--- src/rtl/pc_mar_unit.sv ---
// Program counter and memory address register for the control unit.
// Jump targets arrive low byte first; the low byte is staged and only reaches PC with the high byte.
module pc_mar_unit #(
   parameter int                    ADDR_WIDTH = 16,
   parameter int                    DATA_WIDTH = 8,
   parameter logic [ADDR_WIDTH-1:0] ORIGIN     = 16'h0000
) (
   input  logic                  clk,
   input  logic                  reset,
   input  logic                  load_origin,
   input  logic                  pc_enable,
   input  logic                  load_pc_low_byte,
   input  logic                  load_pc_high_byte,
   input  logic                  load_mar_pc,
   input  logic                  load_mar_addr_low,
   input  logic                  load_mar_addr_high,
   input  logic [DATA_WIDTH-1:0] bus_in,
   output logic [ADDR_WIDTH-1:0] pc_out,
   output logic [ADDR_WIDTH-1:0] mar_out,
   output logic                  jump_staged,
   output logic                  err_collision
);

   typedef enum logic {IDLE, LOW_STAGED} state_t;

   state_t                state;
   logic [DATA_WIDTH-1:0] staged_byte;
   logic [DATA_WIDTH-1:0] commit_low;
   logic                  pc_err;
   logic                  mar_err;

   always_comb begin
      pc_err  = 1'b0;
      mar_err = 1'b0;
      // A same-cycle low strobe supplies the low byte itself; otherwise a commit
      // from IDLE reuses PC[7:0] and is flagged.
      if (load_pc_low_byte)
         commit_low = bus_in;
      else if (state == LOW_STAGED)
         commit_low = staged_byte;
      else
         commit_low = pc_out[DATA_WIDTH-1:0];
      if (load_origin)
         pc_err = load_pc_high_byte | pc_enable | load_pc_low_byte;
      else if (load_pc_high_byte)
         pc_err = pc_enable | load_pc_low_byte | (state != LOW_STAGED);
      if (load_mar_pc)
         mar_err = load_mar_addr_low | load_mar_addr_high;
      else
         mar_err = load_mar_addr_low & load_mar_addr_high;
   end

   always_ff @(posedge clk or negedge reset) begin
      if (!reset) begin
         state         <= IDLE;
         staged_byte   <= '0;
         pc_out        <= '0;
         mar_out       <= '0;
         jump_staged   <= 1'b0;
         err_collision <= 1'b0;
      end else begin
         err_collision <= pc_err | mar_err;

         if (load_origin) begin
            pc_out      <= ORIGIN;
            state       <= IDLE;
            staged_byte <= '0;
            jump_staged <= 1'b0;
         end else if (load_pc_high_byte) begin
            pc_out      <= {bus_in, commit_low};
            state       <= IDLE;
            staged_byte <= '0;
            jump_staged <= 1'b0;
         end else begin
            if (pc_enable)
               pc_out <= pc_out + {{(ADDR_WIDTH-1){1'b0}}, 1'b1};
            if (load_pc_low_byte) begin
               state       <= LOW_STAGED;
               staged_byte <= bus_in;
               jump_staged <= 1'b1;
            end else if (load_mar_pc && state == LOW_STAGED) begin
               // Fetch after a suppressed jump: drop the target, PC untouched.
               state       <= IDLE;
               staged_byte <= '0;
               jump_staged <= 1'b0;
            end
         end

         // MAR samples the pre-increment PC register.
         if (load_mar_pc) begin
            mar_out <= pc_out;
         end else begin
            if (load_mar_addr_low)
               mar_out[DATA_WIDTH-1:0] <= bus_in;
            if (load_mar_addr_high)
               mar_out[ADDR_WIDTH-1:DATA_WIDTH] <= bus_in;
         end
      end
   end

endmodule

--- config.mk ---
export PLATFORM = sky130hd
export DESIGN_NAME = pc_mar_unit
export DESIGN_NICKNAME = d
export VERILOG_FILES = /design/src/rtl/pc_mar_unit.sv
export SDC_FILE = /design/constraint.sdc
export NUM_CORES = 1
export LEC_CHECK = 0
export CAP_MARGIN = 20
export CORE_AREA = 5 5 85 87
export CTS_CLUSTER_SIZE = 20
export DETAILED_ROUTE_END_ITERATION = 12
export DIE_AREA = 0 0 90 92
export GPL_TIMING_DRIVEN = 1
export PLACE_DENSITY_LB_ADDON = 0.05
export SETUP_SLACK_MARGIN = 0.4
export SYNTH_ARGS = -nofsm -noshare
export SYNTH_HDL_FRONTEND = slang
export SYNTH_SLANG_ARGS = --single-unit
--- constraint.sdc ---
create_clock -name clk -period 1.58 [get_ports clk]
set_input_delay 0.158 -clock clk [delete_from_list [all_inputs] [get_ports clk]]
set_output_delay 0.158 -clock clk [all_outputs]
set_load 0.005 [all_outputs]
==> flow_metrics.py <==
metrics = {
    "drt": {
        "wl_mm": 7.835,
        "drtIter0Drc": 106,
        "routedWlPerCell_um": 17.30,
        "drt.antenna.violating_nets": 0,
        "dr_total_vias": 2402,
        "drtPass1Iterations": 4,
        "drcViolationCount": 0,
        "viasPerCell": 5.302,
    },
    "synthesis": {
        "yosysUniqueCellTypes": 43,
        "ys_seq_area_share_pct": 46.15,
        "synth_cells": 249,
        "syn_avg_cell_area_um2": 9.145,
        "async_reset_ff_share_pct": 100.0,
        "ys_ff_latch": 42,
        "synth-main-ff-cell": "dfrtp_1",
        "synth_warnings": 0,
        "syn_area_mm2": 0.002277,
        "synth_nets": 267,
        "synth.area.top_cells": "dfrtp_1 (46%), mux2i_1 (7.9%), o21ai_0 (5.7%), nand2_1 (5.4%), a21oi_1 (3.7%)",
        "yosysMostFrequentCell": "dfrtp_1",
        "synth_area_leader_cell": "dfrtp_1",
        "synth_top_area_share_pct": 46.15,
        "netlist_top_cells_count": "dfrtp_1 (42), nand2_1 (33), o21ai_0 (26)",
        "synth_edf_count": 0,
    },
    "timing": {
        "tightest_slew_ps": 403.9,
        "max-slew-margin-rel_pct": 73.07,
        "hold_viol": 0,
        "tns_ps": 0,
        "slew_viol_final": 0,
        "setup-violations-final": 0,
        "max_freq_mhz": 680.7,
        "rsz0062_at_grt": "true",
        "fin_ws_ps": 111.0,
        "fin_crit_sh_pct": 92.97,
        "finalClockSkew_ps": 3.426,
        "min_period_ps": 1469,
    },
    "floorplan": {
        "initial_core_util_pct": 36.28,
        "die_x_um": 90,
        "coreArea_mm2": 0.006277,
        "ioPinCount": 51,
        "rows": 29,
        "die_h_um": 92,
        "fp.dieArea_mm2": 0.008280,
    },
    "layout": {
        "final_util_pct": 61.47,
        "n_antenna_cell": 0,
        "final_area_mm2": 0.003859,
        "drive_gt1_share_pct": 38.56,
        "finalNetCount": 393,
        "fillers": 543,
        "instances_no_fill": 453,
        "areaGrowthSynthToFinish_pct": 69.45,
    },
    "clock_network": {
        "cts_root_buf": "clkbuf_8",
        "clock-sinks": 42,
        "clock_tree.buffer_depth": 2,
        "cts_tree": "done",
        "cts_buffers": 5,
        "worstSkewPairLatency_ps": 300,
        "clkTransAtPathRegs_ps": 80,
        "cts.htree.levels": 2,
    },
    "global_routing": {
        "grt_pass1_vias": 2510,
        "antenna_found_initial": 0,
        "grt_max_degree": 28,
        "grt_use_total_pct": 18.87,
        "grt_first_pass_wirelength_mm": 12.56,
        "grt-ovfl-total": 0,
    },
    "critical_path": {
        "end_kind": "register",
        "cp.arrival_ps": 1660,
        "worstSetupPathType": "register to register",
        "startpoint_type": "register",
        "critPathRequiredTime_ps": 1770,
        "worstPathMaxFanout": 5,
    },
    "run_status": {
        "status": "finished clean",
    },
    "power_and_ir_drop": {
        "p_leak_uw": 0.001895,
        "power_density_mw_per_mm2": 681.5,
        "switchingPower_uw": 764.7,
        "switching_share_pct": 29.08,
        "combPwrFrac_pct": 25.9,
        "ir_drop_uv": 565.3,
        "p_clk_share_pct": 28.3,
        "p_int_uw": 1865,
        "p_seq_share_pct": 45.8,
    },
    "placed_design": {
        "place_ws_ps": -162.8,
        "dpl_cell_area_mm2": 0.003214,
        "placedCellCount": 401,
        "hpwl_mm": 5.350,
        "port_buffers": 50,
        "gp_congestion": 0.8042,
    },
    "hold_path": {
        "hold_class": "input port to async pin",
    },
    "run": {
        "max_cap_violations": 0,
    },
}
[layout by cell type, fill, tap and decap left out, types with 3 or more instances in the layout]
cell type        synthesis  layout
dfrtp_2                  0       8
clkdlybuf4s15_1          0       5
clkdlybuf4s50_1          0      11
o21ai_0                 26      19
xor2_1                   4       4
buf_2                    4       8
mux2i_1                 18      18
nor3_1                   6       3
dlygate4sd2_1            0      24
nand4_1                  3       3
mux2_2                   3       3
o21a_1                   5       5
buf_6                    0      28
inv_1                   12      12
clkbuf_8                 0       6
nor2_1                  14      13
nand2_1                 33      31
o21ai_1                  0       5
a21oi_2                  0       3
buf_4                    0      54
a22oi_1                  5       5
nand3_1                  5       4
a21oi_1                 17      13
dfrtp_1                 42      34
nor4_4                   0       7
[cells by family after synthesis]
group                    after synthesis  synth area share, %
buffers and inverters                 27                4.670
AO/OA/AOI/OAI                         67                17.97
AND/OR/NAND/NOR                       86                19.34
adder cells (fa/ha/maj)                1               0.5494
XOR/XNOR                               5                1.923
multiplexers                          21                9.395
flip-flops                            42                46.15
[power by group through the flow]
stage,clock network (uW),registers [uW],logic (uW)
floorplan,0,1240,209
global placement,0,1240,575
detailed placement,0,1240,577
CTS,775,1200,655
global route,808,1210,747
finish,744,1200,682
[path summary, 6_finish.rpt]
| kind | startpoint | endpoint | slack (ps) | cells past startpoint |
|---|---|---|---|---|
| max in group asynchronous | reset | pc_out[0]$_DFFE_PN0P_ | 760 | 3 |
| worst min register to register | staged_byte[4]$_DFFE_PN0P_ | staged_byte[4]$_DFFE_PN0P_ | 530 | 2 |
| worst min-delay path | reset | mar_out[12]$_DFFE_PN0P_ | 320 | 2 |
| worst max-delay path | pc_out[6]$_DFFE_PN0P_ | pc_out[12]$_DFFE_PN0P_ | 110 | 7 |
| min in group clk | load_origin | pc_out[14]$_DFFE_PN0P_ | 490 | 3 |
| worst max register to register | pc_out[6]$_DFFE_PN0P_ | pc_out[12]$_DFFE_PN0P_ | 110 | 7 |
[layer usage]
metal	track usage, %	vias up	share of wire, %
li1	-	1140	-
met1	22.74	1176	43
met2	32.32	65	49
met3	3.764	21	4.7
met4	8.933	0	3.3
met5	0	-	0
[per-stage QoR]
step | hold slack [ps] | total power [uW]
2_1_floorplan | -137.6 | 1453
3_3_place_gp | 114.4 | 1814
3_5_place_dp | 110.0 | 1816
4_1_cts | 321.7 | 2631
5_1_grt | 347.4 | 2770
6_report | 316.5 | 2630
[repair_timing]
action / 4_1_cts / 5_1_grt
endpoints found under the setup margin: 59 / 29
setup buffers: 37 / 6
hold endpoints to repair: 15 / 0
pin swaps: 13 / 13
resized for setup: 96 / 36
hold buffers: 1 / 0
cloned: 0 / 0
[area by class of cell]
cell class	count	area [um2]	area share (%)
clock inverter	2	12.51	0.3243
clock buffer	6	82.58	2.140
inverter	12	45.04	1.167
tap	77	96.34	2.497
timing repair buffer	134	1194	30.93
multi-input combinational	180	1368	35.44
sequential	42	1061	27.50
[critical path, cell delays in order, from the launching register on]
cell     delay, ps
dfrtp_1        380
buf_6          110
nand3_4        120
buf_6          150
buf_6          110
nor4_4         210
xor2_1         100
o21a_1         170
[sequential cells by signal (all words and copies together) (netlist names)]
name	flops
err_collision	1
mar_out	16
pc_out	16
staged_byte	8
state	1
(Power assumes the default switching activity.)
